`src/rtl/jts16_bank_arb.sv`:
```
// Three-requester read arbiter for one SDRAM bank with a one-word cache per slot.
// Slots: 0 = sound CPU ROM, 1 = ADPCM ROM, 2 = spare ROM client.
//
// Handshake towards the bank: ba_rd rises with ba_addr and both hold steady
// until ba_ack is seen; ba_rd then drops. Data is taken from data_read on the
// single cycle ba_rdy is high. ba_ack and ba_rdy together count as both events.
// Requester side: slotN_ok is high while slotN_cs is high and the cached word
// matches slotN_addr; there is no request/accept handshake on that side.
//
// dbg_state encoding: 0 = idle, 1 = waiting for ack, 2 = waiting for data.
module jts16_bank_arb #(
  parameter int AW = 22,
  parameter int DW = 16
) (
  input  logic          clk,
  input  logic          rst,
  input  logic          downloading,
  input  logic          slot0_cs,
  input  logic [AW-1:0] slot0_addr,
  output logic [DW-1:0] slot0_data,
  output logic          slot0_ok,
  input  logic          slot1_cs,
  input  logic [AW-1:0] slot1_addr,
  output logic [DW-1:0] slot1_data,
  output logic          slot1_ok,
  input  logic          slot2_cs,
  input  logic [AW-1:0] slot2_addr,
  output logic [DW-1:0] slot2_data,
  output logic          slot2_ok,
  output logic [AW-1:0] ba_addr,
  output logic          ba_rd,
  input  logic          ba_ack,
  input  logic          ba_rdy,
  input  logic [DW-1:0] data_read,
  output logic [1:0]    dbg_state
);

  typedef enum logic [1:0] {
    ST_IDLE     = 2'd0,
    ST_WAIT_ACK = 2'd1,
    ST_WAIT_RDY = 2'd2
  } state_t;

  state_t        r_state;
  logic          r_ba_rd;
  logic [AW-1:0] r_ba_addr;
  logic [1:0]    r_gnt;
  logic [1:0]    r_last;
  logic [2:0]    r_valid;
  logic [AW-1:0] r_tag  [3];
  logic [DW-1:0] r_data [3];

  logic [AW-1:0] w_req_addr [3];
  logic [2:0]    w_cs;
  logic [2:0]    w_ok;
  logic [2:0]    w_miss;
  logic          w_gnt_vld;
  logic [1:0]    w_gnt_idx;
  logic [1:0]    w_cand;
  logic [AW-1:0] w_gnt_addr;
  logic          w_fill;

  // Next slot index in the fixed 0 -> 1 -> 2 -> 0 rotation.
  function automatic logic [1:0] inc3(input logic [1:0] v);
    return (v == 2'd2) ? 2'd0 : v + 2'd1;
  endfunction

  assign w_req_addr[0] = slot0_addr;
  assign w_req_addr[1] = slot1_addr;
  assign w_req_addr[2] = slot2_addr;
  assign w_cs          = {slot2_cs, slot1_cs, slot0_cs};

  // Hit/miss per slot: a hit needs a valid entry whose tag matches the live address.
  always_comb begin
    w_ok   = '0;
    w_miss = '0;
    for (int i = 0; i < 3; i++) begin
      w_ok[i]   = w_cs[i] & r_valid[i] & (r_tag[i] == w_req_addr[i]);
      w_miss[i] = w_cs[i] & ~w_ok[i];
    end
  end

  // Round-robin pick: search starts at the slot after the last one granted.
  always_comb begin
    w_gnt_vld = 1'b0;
    w_gnt_idx = 2'd0;
    w_cand    = inc3(r_last);
    for (int k = 0; k < 3; k++) begin
      if (!w_gnt_vld && w_miss[w_cand]) begin
        w_gnt_vld = 1'b1;
        w_gnt_idx = w_cand;
      end
      w_cand = inc3(w_cand);
    end
  end

  assign w_gnt_addr = w_req_addr[w_gnt_idx];
  assign w_fill     = ((r_state == ST_WAIT_ACK) && ba_ack && ba_rdy) ||
                      ((r_state == ST_WAIT_RDY) && ba_rdy);

  // Bank request FSM: issue on a miss, hold until ack, return to idle on data.
  always_ff @(posedge clk or negedge rst) begin
    if (!rst) begin
      r_state   <= ST_IDLE;
      r_ba_rd   <= 1'b0;
      r_ba_addr <= '0;
      r_gnt     <= 2'd0;
      r_last    <= 2'd2;
    end else begin
      case (r_state)
        ST_IDLE: begin
          if (!downloading && w_gnt_vld) begin
            r_ba_addr <= w_gnt_addr;
            r_gnt     <= w_gnt_idx;
            r_last    <= w_gnt_idx;
            r_ba_rd   <= 1'b1;
            r_state   <= ST_WAIT_ACK;
          end
        end
        ST_WAIT_ACK: begin
          if (ba_ack) begin
            r_ba_rd <= 1'b0;
            r_state <= ba_rdy ? ST_IDLE : ST_WAIT_RDY;
          end
        end
        ST_WAIT_RDY: begin
          if (ba_rdy) r_state <= ST_IDLE;
        end
        default: begin
          r_state <= ST_IDLE;
          r_ba_rd <= 1'b0;
        end
      endcase
    end
  end

  // Cache fill on read return; downloading invalidates every entry and discards fills.
  always_ff @(posedge clk or negedge rst) begin
    if (!rst) begin
      r_valid <= '0;
      for (int i = 0; i < 3; i++) begin
        r_tag[i]  <= '0;
        r_data[i] <= '0;
      end
    end else begin
      for (int i = 0; i < 3; i++) begin
        if (downloading) begin
          r_valid[i] <= 1'b0;
        end else if (w_fill && (r_gnt == 2'(i))) begin
          r_valid[i] <= 1'b1;
          r_tag[i]   <= r_ba_addr;
          r_data[i]  <= data_read;
        end
      end
    end
  end

  assign slot0_ok   = w_ok[0];
  assign slot1_ok   = w_ok[1];
  assign slot2_ok   = w_ok[2];
  assign slot0_data = r_data[0];
  assign slot1_data = r_data[1];
  assign slot2_data = r_data[2];
  assign ba_rd      = r_ba_rd;
  assign ba_addr    = r_ba_addr;
  assign dbg_state  = r_state;

endmodule
```
`config.mk`:
```
export PLATFORM = sky130hd
export DESIGN_NAME = jts16_bank_arb
export DESIGN_NICKNAME = d
export VERILOG_FILES = /design/src/rtl/jts16_bank_arb.sv
export SDC_FILE = /design/constraint.sdc
export NUM_CORES = 1
export LEC_CHECK = 0
export BUFFER_PORTS_ARGS = -buffer_cell sky130_fd_sc_hd__buf_2
export CELL_PAD_IN_SITES_DETAIL_PLACEMENT = 1
export CELL_PAD_IN_SITES_GLOBAL_PLACEMENT = 2
export CORE_MARGIN = 2
export CORE_UTILIZATION = 38
export DETAILED_ROUTE_END_ITERATION = 8
export PLACE_DENSITY_LB_ADDON = 0.1
export SYNTH_ARGS = -nofsm -noshare
export SYNTH_HDL_FRONTEND = slang
export SYNTH_SLANG_ARGS = --single-unit
export TNS_END_PERCENT = 50
```
`constraint.sdc`:
```
create_clock -name clk -period 4.6 [get_ports clk]
set_input_delay 0 -clock clk [delete_from_list [all_inputs] [get_ports clk]]
set_output_delay 0 -clock clk [all_outputs]
set_load 0.01 [all_outputs]
```
Word-level counts from Yosys, hierarchy flattened
Cells that the tools add are included. Widths: inputs -> output; s select.

Register bits after elaboration: 146.

Magnitude comparators: 4. Reduce and logical (&&, ||, !) cells: 24. Equality and inequality tests: 13. Mux-type cells: 32. Bitwise gates (word level): 15. $add $sub $neg: 3.

Operators by type and width (number): $eq 22x22->1 (3); $bmux 22 s2 (1); $mux 22 (2); $mux 2 (10); $mux 1 (14); $eq 2x2->1 const B (5); $and 1x1->1 (9); $logic_and 1x1->1 (9); $lt 2x3->1 const B (3); $reduce_and 2->1 (4); $add 2x1->2 const B (3); $bmux 1 s2 (3); $ne 2x2->1 const B (3); $pmux 2 s3 (1); $reduce_and 3->1 (2); $reduce_bool 2->1 (3); $not 1->1 (5); $eq 2x1->1 const B (2); $logic_not 2->1 (2); $ge 3x3->1 const B (1); $logic_not 1->1 (3); $not 2->3 (1); $pmux 1 s3 (1); $logic_or 1x1->1 (1).

Logic depth before layout (Yosys ltp)
Gate-level depths: netlist of the first run.

Depth in word-level cells: 17. Gate-level depth with buffers: 9.

Least setup slack after synthesis of the first run
Ideal clock, no wire load.

Path type: register -> register. Start point: reg r_tag[17] (netlist bit). End point: reg r_gnt[0]. Arrival: 2.358 ns. Setup time: 0.127 ns. Slack: 2.114 ns. Cell stages (with the launch flop): 8. Cell sequence: dfrtp_1 xor2_1 or4_4 nor4_4 a21oi_2 o311ai_2 buf_4 mux2_1.

Longest elaborated chain between the ends: 15. Elaborated cells on any way between the ends: 22. Classes of those cells: 1 x eq/ne; 12 x mux; 3 x bitwise; 6 x reduce/logical.

Ends and longest elaborated chain: start, declared (line 50) `logic [AW-1:0] r_tag [3];`; start signal, assigned by index (line 151) `r_tag[i] <= r_ba_addr;`; $eq 22x22->1 (*) (line 78) `w_ok[i] = w_cs[i] & r_valid[i] & (r_tag[i] == w_req_addr[i]);`; $and 1x1->1 (*) (line 78); $not 1->1 (*) (line 79) `w_miss[i] = w_cs[i] & ~w_ok[i];`; $and 1x1->1 (*) (line 79); $bmux 1 s2 (line 89) `if (!w_gnt_vld && w_miss[w_cand]) begin`; $mux 1 (implied by the code) (line 89); $mux 1 (line 89); $logic_not 1->1 (line 89); $logic_and 1x1->1 (line 89); $mux 1 (line 89); $logic_not 1->1 (line 89); $logic_and 1x1->1 (line 89); $mux 1 (line 89); $logic_and 1x1->1 (line 112) `if (!downloading && w_gnt_vld) begin`; $reduce_and 2->1 (no source line); end signal, assigned (line 114) `r_gnt <= w_gnt_idx;`; end, declared (line 47) `logic [1:0] r_gnt;`.

Every way passes the cells marked *; elsewhere a longest branch is shown, timed or not. The select of a mux whose other input is x is not followed. A chain may end at the register's enable or synchronous reset.

Worst setup path in the final report of the first run
Start point: reg r_tag[17] (netlist bit). End point: reg r_ba_addr[16] (netlist: ba_addr[16]).

Longest elaborated chain between the ends: 17. Elaborated cells on any way between the ends: 26. Classes of those cells: 1 x eq/ne; 15 x mux; 4 x bitwise; 6 x reduce/logical.

Ends and longest elaborated chain: $eq 22x22->1 (*) (line 78); $and 1x1->1 (*) (line 78); $not 1->1 (*) (line 79); $and 1x1->1 (*) (line 79); $bmux 1 s2 (line 89); $mux 1 (implied by the code) (line 89); $mux 1 (line 89); $logic_not 1->1 (line 89); $logic_and 1x1->1 (line 89); $mux 1 (line 89); $logic_not 1->1 (line 89); $logic_and 1x1->1 (line 89); $mux 2 (line 89); $not 2->3 (implied by the code) (line 97) `assign w_gnt_addr = w_req_addr[w_gnt_idx];`; $bmux 22 s2 (line 97); $mux 22 (implied by the code) (2 in series) (line 97); end signal, assigned (line 113) `r_ba_addr <= w_gnt_addr;`; end, declared (line 46) `logic [AW-1:0] r_ba_addr;`.

Marked as above.

==> flow_metrics.py, run 1 <==
metrics = {
    "synth": {
        "synth-simple-area-share": 0.07401,
        "yosys-top-cells-area": "dfrtp_1 (52%), mux2_2 (19%), xor2_1 (5.7%)",
        "synth_xor_area_frac": 0.08507,
        "ys.warnings.count": 0,
        "netlist_area_sq_mm": 0.006898,
        "ys_seq_area_frac": 0.5262,
        "syn_nets": 661,
        "synth-edff-count": 0,
        "synth_top_area_share": 0.5224,
        "syn_inst": 571,
        "async_reset_ff_frac": 1.000,
        "synth_top_family_by_area": "multiplexers",
        "yosysUniqueCellTypes": 42,
        "synth_area_leader_cell": "dfrtp_1",
        "synth_mux_area_frac": 0.1877,
        "synth_compound_area_frac": 0.09069,
        "yosys.area_share.adder": 0,
        "synth_seq_cells": 145,
        "synthFlopType": "dfrtp_1",
        "avgSynthCellArea_sq_um": 12.08,
    },
    "pwr": {
        "swShare": 0.3650,
        "clkPwrFrac": 0.264,
        "power.density_mw_per_mm2": 594.8,
        "p_comb_frac": 0.332,
        "peakVddDrop_uv": 369.6,
        "p_sw_w": 0.001976,
        "p_int_w": 0.003439,
        "power_frac_seq": 0.405,
        "p_leak_nw": 4.432,
    },
    "sta": {
        "timing.final.crit_share": 0.8645,
        "rsz0062_at_grt": "false",
        "setup_slack_ns": 0.6231,
        "tns_ns": 0,
        "finalHoldViolations": 0,
        "holdWs_ns": 0.005354,
        "clock_skew_ns": 0.01101,
        "max_freq_mhz": 251.5,
        "slew_headroom": 0.3500,
        "tightest_slew_ns": 0.9750,
        "min_period_ns": 3.977,
        "finalSetupViolations": 0,
        "maxSlewViolCount": 0,
    },
    "worst_setup_path": {
        "startpoint_type": "flip-flop",
        "arrival_ns": 4.34,
        "crit_type": "flip-flop to flip-flop",
        "r2r_setup_slack_ns": 0.62,
        "timing.rr.end": "ba_addr[16]$_DFFE_PN0P_",
        "rr_startpoint": "r_tag[17]$_DFFE_PN0P_",
        "ff2ff_path_depth": 9,
        "worstPathRequired_ns": 4.96,
        "path_max_fanout": 23,
        "worst_setup_path_end_kind": "flip-flop",
    },
    "floorplan": {
        "fp.dieW_um": 138.7,
        "io-pin-count": 166,
        "chipHeight_um": 138.7,
        "initial_core_util": 0.3853,
        "num_rows": 49,
        "dieArea_sq_mm": 0.01925,
        "core_sq_mm": 0.01790,
    },
    "outcome": {
        "status": "completed",
    },
    "global_routing": {
        "grt_pass1_vias": 6155,
        "grt_usage": 0.2482,
        "grt_pass1_wl_mm": 36.29,
        "grt_overflow": 0,
        "antenna_found_initial": 0,
        "grt_max_degree": 101,
    },
    "drt": {
        "drtIter0Drc": 267,
        "final_antenna_net_count": 0,
        "drc": 0,
        "dr.pass1.iters": 4,
        "totalWireLength_mm": 23.28,
        "num_vias": 5521,
        "routed_via_density": 5.355,
        "detail_route.wl_per_cell_um": 22.58,
    },
    "place": {
        "gp_congestion": 0.8431,
        "place_area_sq_mm": 0.007996,
        "hpwl_mm": 16.48,
        "io_buffers": 165,
        "place_worst_setup_slack_ns": 1.144,
    },
    "final_layout": {
        "fin_nets": 879,
        "syn_to_final_growth_pct": 31.98,
        "antenna_cells": 0,
        "finalInstanceArea_sq_mm": 0.009104,
        "drive_above_1_share": 0.4165,
    },
    "clocking": {
        "cts_resized": 0,
        "clk_latency_ns": 0.43,
        "cts.clk_slew.worst_paths_ns": 0.07,
        "cts_made_buffers": 17,
        "clockBufferDepth": 2,
        "tritoncts": "done",
        "cts_sinks": 145,
        "postCtsSetupBuffers": 0,
        "cts-root-buf": "clkbuf_16",
        "htree_levels": 4,
    },
    "worst_hold_path": {
        "hold_end": "ba_addr[3]$_DFFE_PN0P_",
        "worstHoldStart": "slot1_addr[3]",
        "min_path_cells": 3,
        "hold_class": "input pin to flip-flop",
    },
    "flow_run": {
        "cap_viol_max_count": 0,
    },
}
flip-flops by register name, indices dropped and copies added, names as in the netlist:
name / cells
ba_addr: 22
r_valid: 3
slot1_data: 16
slot0_data: 16
dbg_state: 2
ba_rd: 1
r_tag: 66
slot2_data: 16
r_gnt: 2
r_last: 1
Yosys cell counts, types with 2 or more instances:
cell / instances
a21o_1: 3
buf_2: 5
nor4_1: 16
a211oi_1: 22
o21ai_0: 4
a31oi_1: 22
inv_1: 27
clkbuf_1: 19
buf_6: 3
buf_4: 2
o221ai_1: 2
xnor2_1: 22
nor2_1: 27
o31ai_1: 23
xor2_1: 45
nand3_1: 3
dfrtp_1: 144
nor3_1: 7
nand2_1: 30
or4_1: 2
nand4_1: 9
mux2_2: 114
critical path, cell delays in order (launching register included):
cell,delay [ns]
dfrtp_1,0.39
xor2_1,0.16
or4_4,0.55
nor4_4,0.37
a2111o_2,0.56
and3_1,0.56
buf_4,0.33
a211oi_1,0.11
o31ai_1,0.27
dlygate4sd3_1,0.59
cells in the final DEF (no fill, tap or decap), types with 4 or more instances in the layout:
cell	instances
inv_6	6
xnor2_1	22
buf_2	164
nand4_1	9
o31ai_1	23
xor2_1	45
dlygate4sd3_1	51
nor3_1	5
nor2_1	27
a31oi_1	22
clkbuf_16	17
o21ai_0	4
buf_4	13
inv_1	27
nand2_1	30
dfrtp_1	144
mux2_2	114
nor4_1	16
a211oi_1	22
power by group through the flow:
stage	Combinational, W	Clock [W]	Sequential (W)
finish	0.00180	0.00143	0.00219
global route	0.00194	0.00151	0.00227
CTS	0.00181	0.00145	0.00219
detailed placement	0.00172	0	0.00220
global placement	0.00168	0	0.00216
floorplan	0.000877	0	0.00222
how the worst max path moves through the flow:
stage	startpoint	end	slack, ns	depth (start not counted)
after floorplan	r_tag[17]$_DFFE_PN0P_	r_gnt[0]$_DFFE_PN0P_	2.11	7
after global placement	r_tag[17]$_DFFE_PN0P_	ba_addr[1]$_DFFE_PN0P_	1.33	8
after detailed placement	r_tag[17]$_DFFE_PN0P_	ba_addr[0]$_DFFE_PN0P_	1.14	8
after CTS	r_tag[17]$_DFFE_PN0P_	ba_addr[21]$_DFFE_PN0P_	0.70	9
after global routing	r_tag[17]$_DFFE_PN0P_	ba_addr[14]$_DFFE_PN0P_	0.47	9
final	r_tag[17]$_DFFE_PN0P_	ba_addr[16]$_DFFE_PN0P_	0.62	9
per-stage QoR:
step                total power, W    util  cells
global placement          0.003836  0.4467    948
floorplan                 0.003101       -    571
finish                    0.005415  0.5085   1031
global route              0.005712  0.5085   1031
detailed placement        0.003918  0.4467    948
CTS                       0.005443  0.5085   1031
kinds of logic (layout without fill, tap and decap cells):
| logic type | count (synthesis) | in the layout |
|---|---|---|
| buffers and inverters | 57 | 288 |
| muxes | 115 | 115 |
| xor gates and xnor gates | 67 | 67 |
| DFF | 145 | 145 |
| and+or+nand+nor | 102 | 102 |
| AOI/OAI and AO/OA | 85 | 85 |
layout make-up:
| cell class | count | area [sq um] |
|---|---|---|
| clock buffer | 18 | 429.2 |
| clock inverter | 14 | 167.7 |
| fill | 1936 | 8798 |
| inverter | 27 | 101.3 |
| multi-input combinational | 369 | 3049 |
| sequential | 145 | 3630 |
| tap | 229 | 286.5 |
| timing repair buffer | 229 | 1440 |
metal layers:
metal	vias up	track usage	wire length, um
li1	2483	-	-
met1	2833	0.3053	9846
met2	177	0.4320	11750
met3	28	0.06112	1177
met4	0	0.07815	497
met5	-	0	0
timing repair:
item,in CTS,in global routing
hold endpoints to repair,174,0
hold buffers,51,0
endpoints found under the setup margin,0,0
No activity file was read; power rests on OpenSTA's default activity.
==> run 2: changes to the inputs <==
--- a/config.mk
+++ b/config.mk
@@ -5,12 +5,12 @@
 export SDC_FILE = /design/constraint.sdc
 export NUM_CORES = 1
 export LEC_CHECK = 0
-export BUFFER_PORTS_ARGS = -buffer_cell sky130_fd_sc_hd__buf_2
 export CELL_PAD_IN_SITES_DETAIL_PLACEMENT = 1
 export CELL_PAD_IN_SITES_GLOBAL_PLACEMENT = 2
 export CORE_MARGIN = 2
-export CORE_UTILIZATION = 38
+export CORE_UTILIZATION = 44
 export DETAILED_ROUTE_END_ITERATION = 8
+export DONT_BUFFER_PORTS = 1
 export PLACE_DENSITY_LB_ADDON = 0.1
 export SYNTH_ARGS = -nofsm -noshare
 export SYNTH_HDL_FRONTEND = slang
==> flow_metrics.py, run 2 (synthesis results as in run 1) <==
metrics = {
    "clocking": {
        "cts_sinks": 145,
        "tritoncts": "done",
        "htree_levels": 4,
        "clk_latency_ns": 0.43,
        "cts_made_buffers": 17,
        "cts_resized": 0,
        "postCtsSetupBuffers": 0,
        "clockBufferDepth": 2,
        "ctsHoldBuffers": 67,
        "cts-root-buf": "clkbuf_16",
        "cts.clk_slew.worst_paths_ns": 0.06,
    },
    "final_layout": {
        "fin_nets": 728,
        "drive_above_1_share": 0.2585,
        "antenna_cells": 0,
        "mostFrequentLayoutCells": "dfrtp_1 (144), mux2_2 (114), dlygate4sd3_1 (66)",
        "top_register": "r_tag",
        "nFillCells": 1567,
        "largest_reg_flops": 66,
        "finalInstanceArea_sq_mm": 0.008432,
        "mostFrequentLayoutCell": "dfrtp_1",
        "syn_to_final_growth_pct": 22.24,
    },
    "drt": {
        "routed_via_density": 5.708,
        "dr.pass1.iters": 4,
        "num_vias": 4915,
        "final_antenna_net_count": 0,
        "drc": 0,
        "detail_route.wl_per_cell_um": 24.89,
        "drtIter0Drc": 218,
        "totalWireLength_mm": 21.43,
    },
    "outcome": {
        "status": "completed",
    },
    "place": {
        "gp_congestion": 0.8340,
        "place_area_sq_mm": 0.007127,
        "io_buffers": 0,
        "hpwl_mm": 14.79,
    },
    "worst_setup_path": {
        "slowest_stage": "dlygate4sd3_1",
        "worstPathRequired_ns": 4.96,
        "arrival_ns": 4.27,
        "path_cells": "xor2_1 -> or4_4 -> nor4_4 -> a2111o_2 -> and3_1 -> buf_4 -> a211oi_1 -> o31ai_1 -> dlygate4sd3_1",
        "path_max_fanout": 23,
        "crit_type": "flip-flop to flip-flop",
        "critPathMaxStageDelay_ns": 0.58,
        "startpoint_type": "flip-flop",
        "worst_setup_path_end_kind": "flip-flop",
    },
    "sta": {
        "min_period_ns": 3.908,
        "finalSetupViolations": 0,
        "max_freq_mhz": 255.9,
        "tns_ns": 0,
        "timing.final.crit_share": 0.8495,
        "slew_headroom": 0.3579,
        "rsz0062_at_grt": "false",
        "maxSlewViolCount": 0,
        "clock_skew_ns": 0.009752,
        "finalHoldViolations": 0,
        "tightest_slew_ns": 0.9580,
    },
    "floorplan": {
        "io-pin-count": 166,
        "fp.dieW_um": 129.2,
        "chipHeight_um": 129.2,
        "dieArea_sq_mm": 0.01669,
        "initial_core_util": 0.4521,
        "core_sq_mm": 0.01526,
        "num_rows": 45,
    },
    "global_routing": {
        "grt_pass1_wl_mm": 32.96,
        "grt_overflow": 0,
        "grt_max_degree": 146,
        "antenna_found_initial": 0,
        "grt_pass1_vias": 5442,
        "grt_usage": 0.2702,
    },
    "pwr": {
        "p_comb_frac": 0.264,
        "p_leak_nw": 3.813,
        "power.density_mw_per_mm2": 615.8,
        "swShare": 0.3535,
        "p_sw_w": 0.001835,
        "power_frac_seq": 0.459,
        "peakVddDrop_uv": 334.0,
        "power.total_w": 0.005192,
        "clkPwrFrac": 0.278,
        "p_int_w": 0.003357,
    },
    "worst_hold_path": {
        "hold_class": "input pin to flip-flop",
    },
    "flow_run": {
        "cap_viol_max_count": 0,
    },
}
==> run 2: cell count changes in the layout (fill, tap and decap cells not counted), sizes merged <==
cell	delta
clkinvlp	+1
clkinv	+2
buf	-166
bufinv	+1
inv	-5
dlygate4sd3	+15
==> run 2: worst paths after layout <==
| path | start | slack, ns | end | cells after the start |
|---|---|---|---|---|
| worst max register to register | r_tag[17]$_DFFE_PN0P_ | 0.69 | ba_addr[4]$_DFFE_PN0P_ | 9 |
| worst min-delay path | slot1_cs | 0.12 | r_last[1]$_DFFE_PN1P_ | 3 |
| worst min register to register | r_valid[0]$_DFFE_PN0P_ | 0.48 | r_valid[0]$_DFFE_PN0P_ | 1 |
| min in group asynchronous | rst | 0.20 | r_tag[13]$_DFFE_PN0P_ | 2 |
| max in group asynchronous | rst | 3.80 | r_tag[9]$_DFFE_PN0P_ | 2 |
| worst max-delay path | r_tag[17]$_DFFE_PN0P_ | 0.69 | ba_addr[4]$_DFFE_PN0P_ | 9 |
==> run 2: routing by layer <==
layer / global-route usage / wire (um) / share of wire
met1: 0.3243 / 8671 / 0.40
met5: 0 / 0 / 0
met4: 0.1036 / 616 / 0.029
met3: 0.07762 / 1306 / 0.061
met2: 0.4613 / 10830 / 0.51
==> run 2: power groups by stage <==
stage / combinational (W) / clock [W] / sequential, W
6_report: 0.00137 / 0.00144 / 0.00238
3_5_place_dp: 0.00116 / 0 / 0.00240
4_1_cts: 0.00137 / 0.00147 / 0.00239
5_1_grt: 0.00149 / 0.00152 / 0.00246
2_1_floorplan: 0.000877 / 0 / 0.00222
3_3_place_gp: 0.00111 / 0 / 0.00237
==> run 2: worst max-delay path, delay by kind of cell (launching register included) <==
kind                   cells  cell delay [ns]
XOR/XNOR                   1             0.16
AO/OA/AOI/OAI              3             0.94
AND/OR/NAND/NOR            3             1.44
buffers and inverters      2             0.90
flip-flops                 1             0.38
==> run 2: final cells by class <==
type / count / area (sq um) / share of cell area
timing repair buffer: 78 / 770.7 / 0.09141
clock buffer: 18 / 439.2 / 0.05208
clock inverter: 13 / 177.7 / 0.02107
multi-input combinational: 369 / 3049 / 0.3616
inverter: 27 / 101.3 / 0.01202
sequential: 145 / 3630 / 0.4305
tap: 211 / 264.0 / 0.03131
==> run 2: stage by stage <==
step                      worst slack [ns]  cells  utilization  hold WS, ns
after CTS                           0.7216    861       0.5526       0.1120
after detailed placement             1.295    763       0.4671      -0.2900
final                               0.6925    861       0.5526       0.1235
after global routing                0.4945    861       0.5526       0.1633
after floorplan                      2.114    571            -      -0.2956
after global placement               1.392    763       0.4671      -0.2915
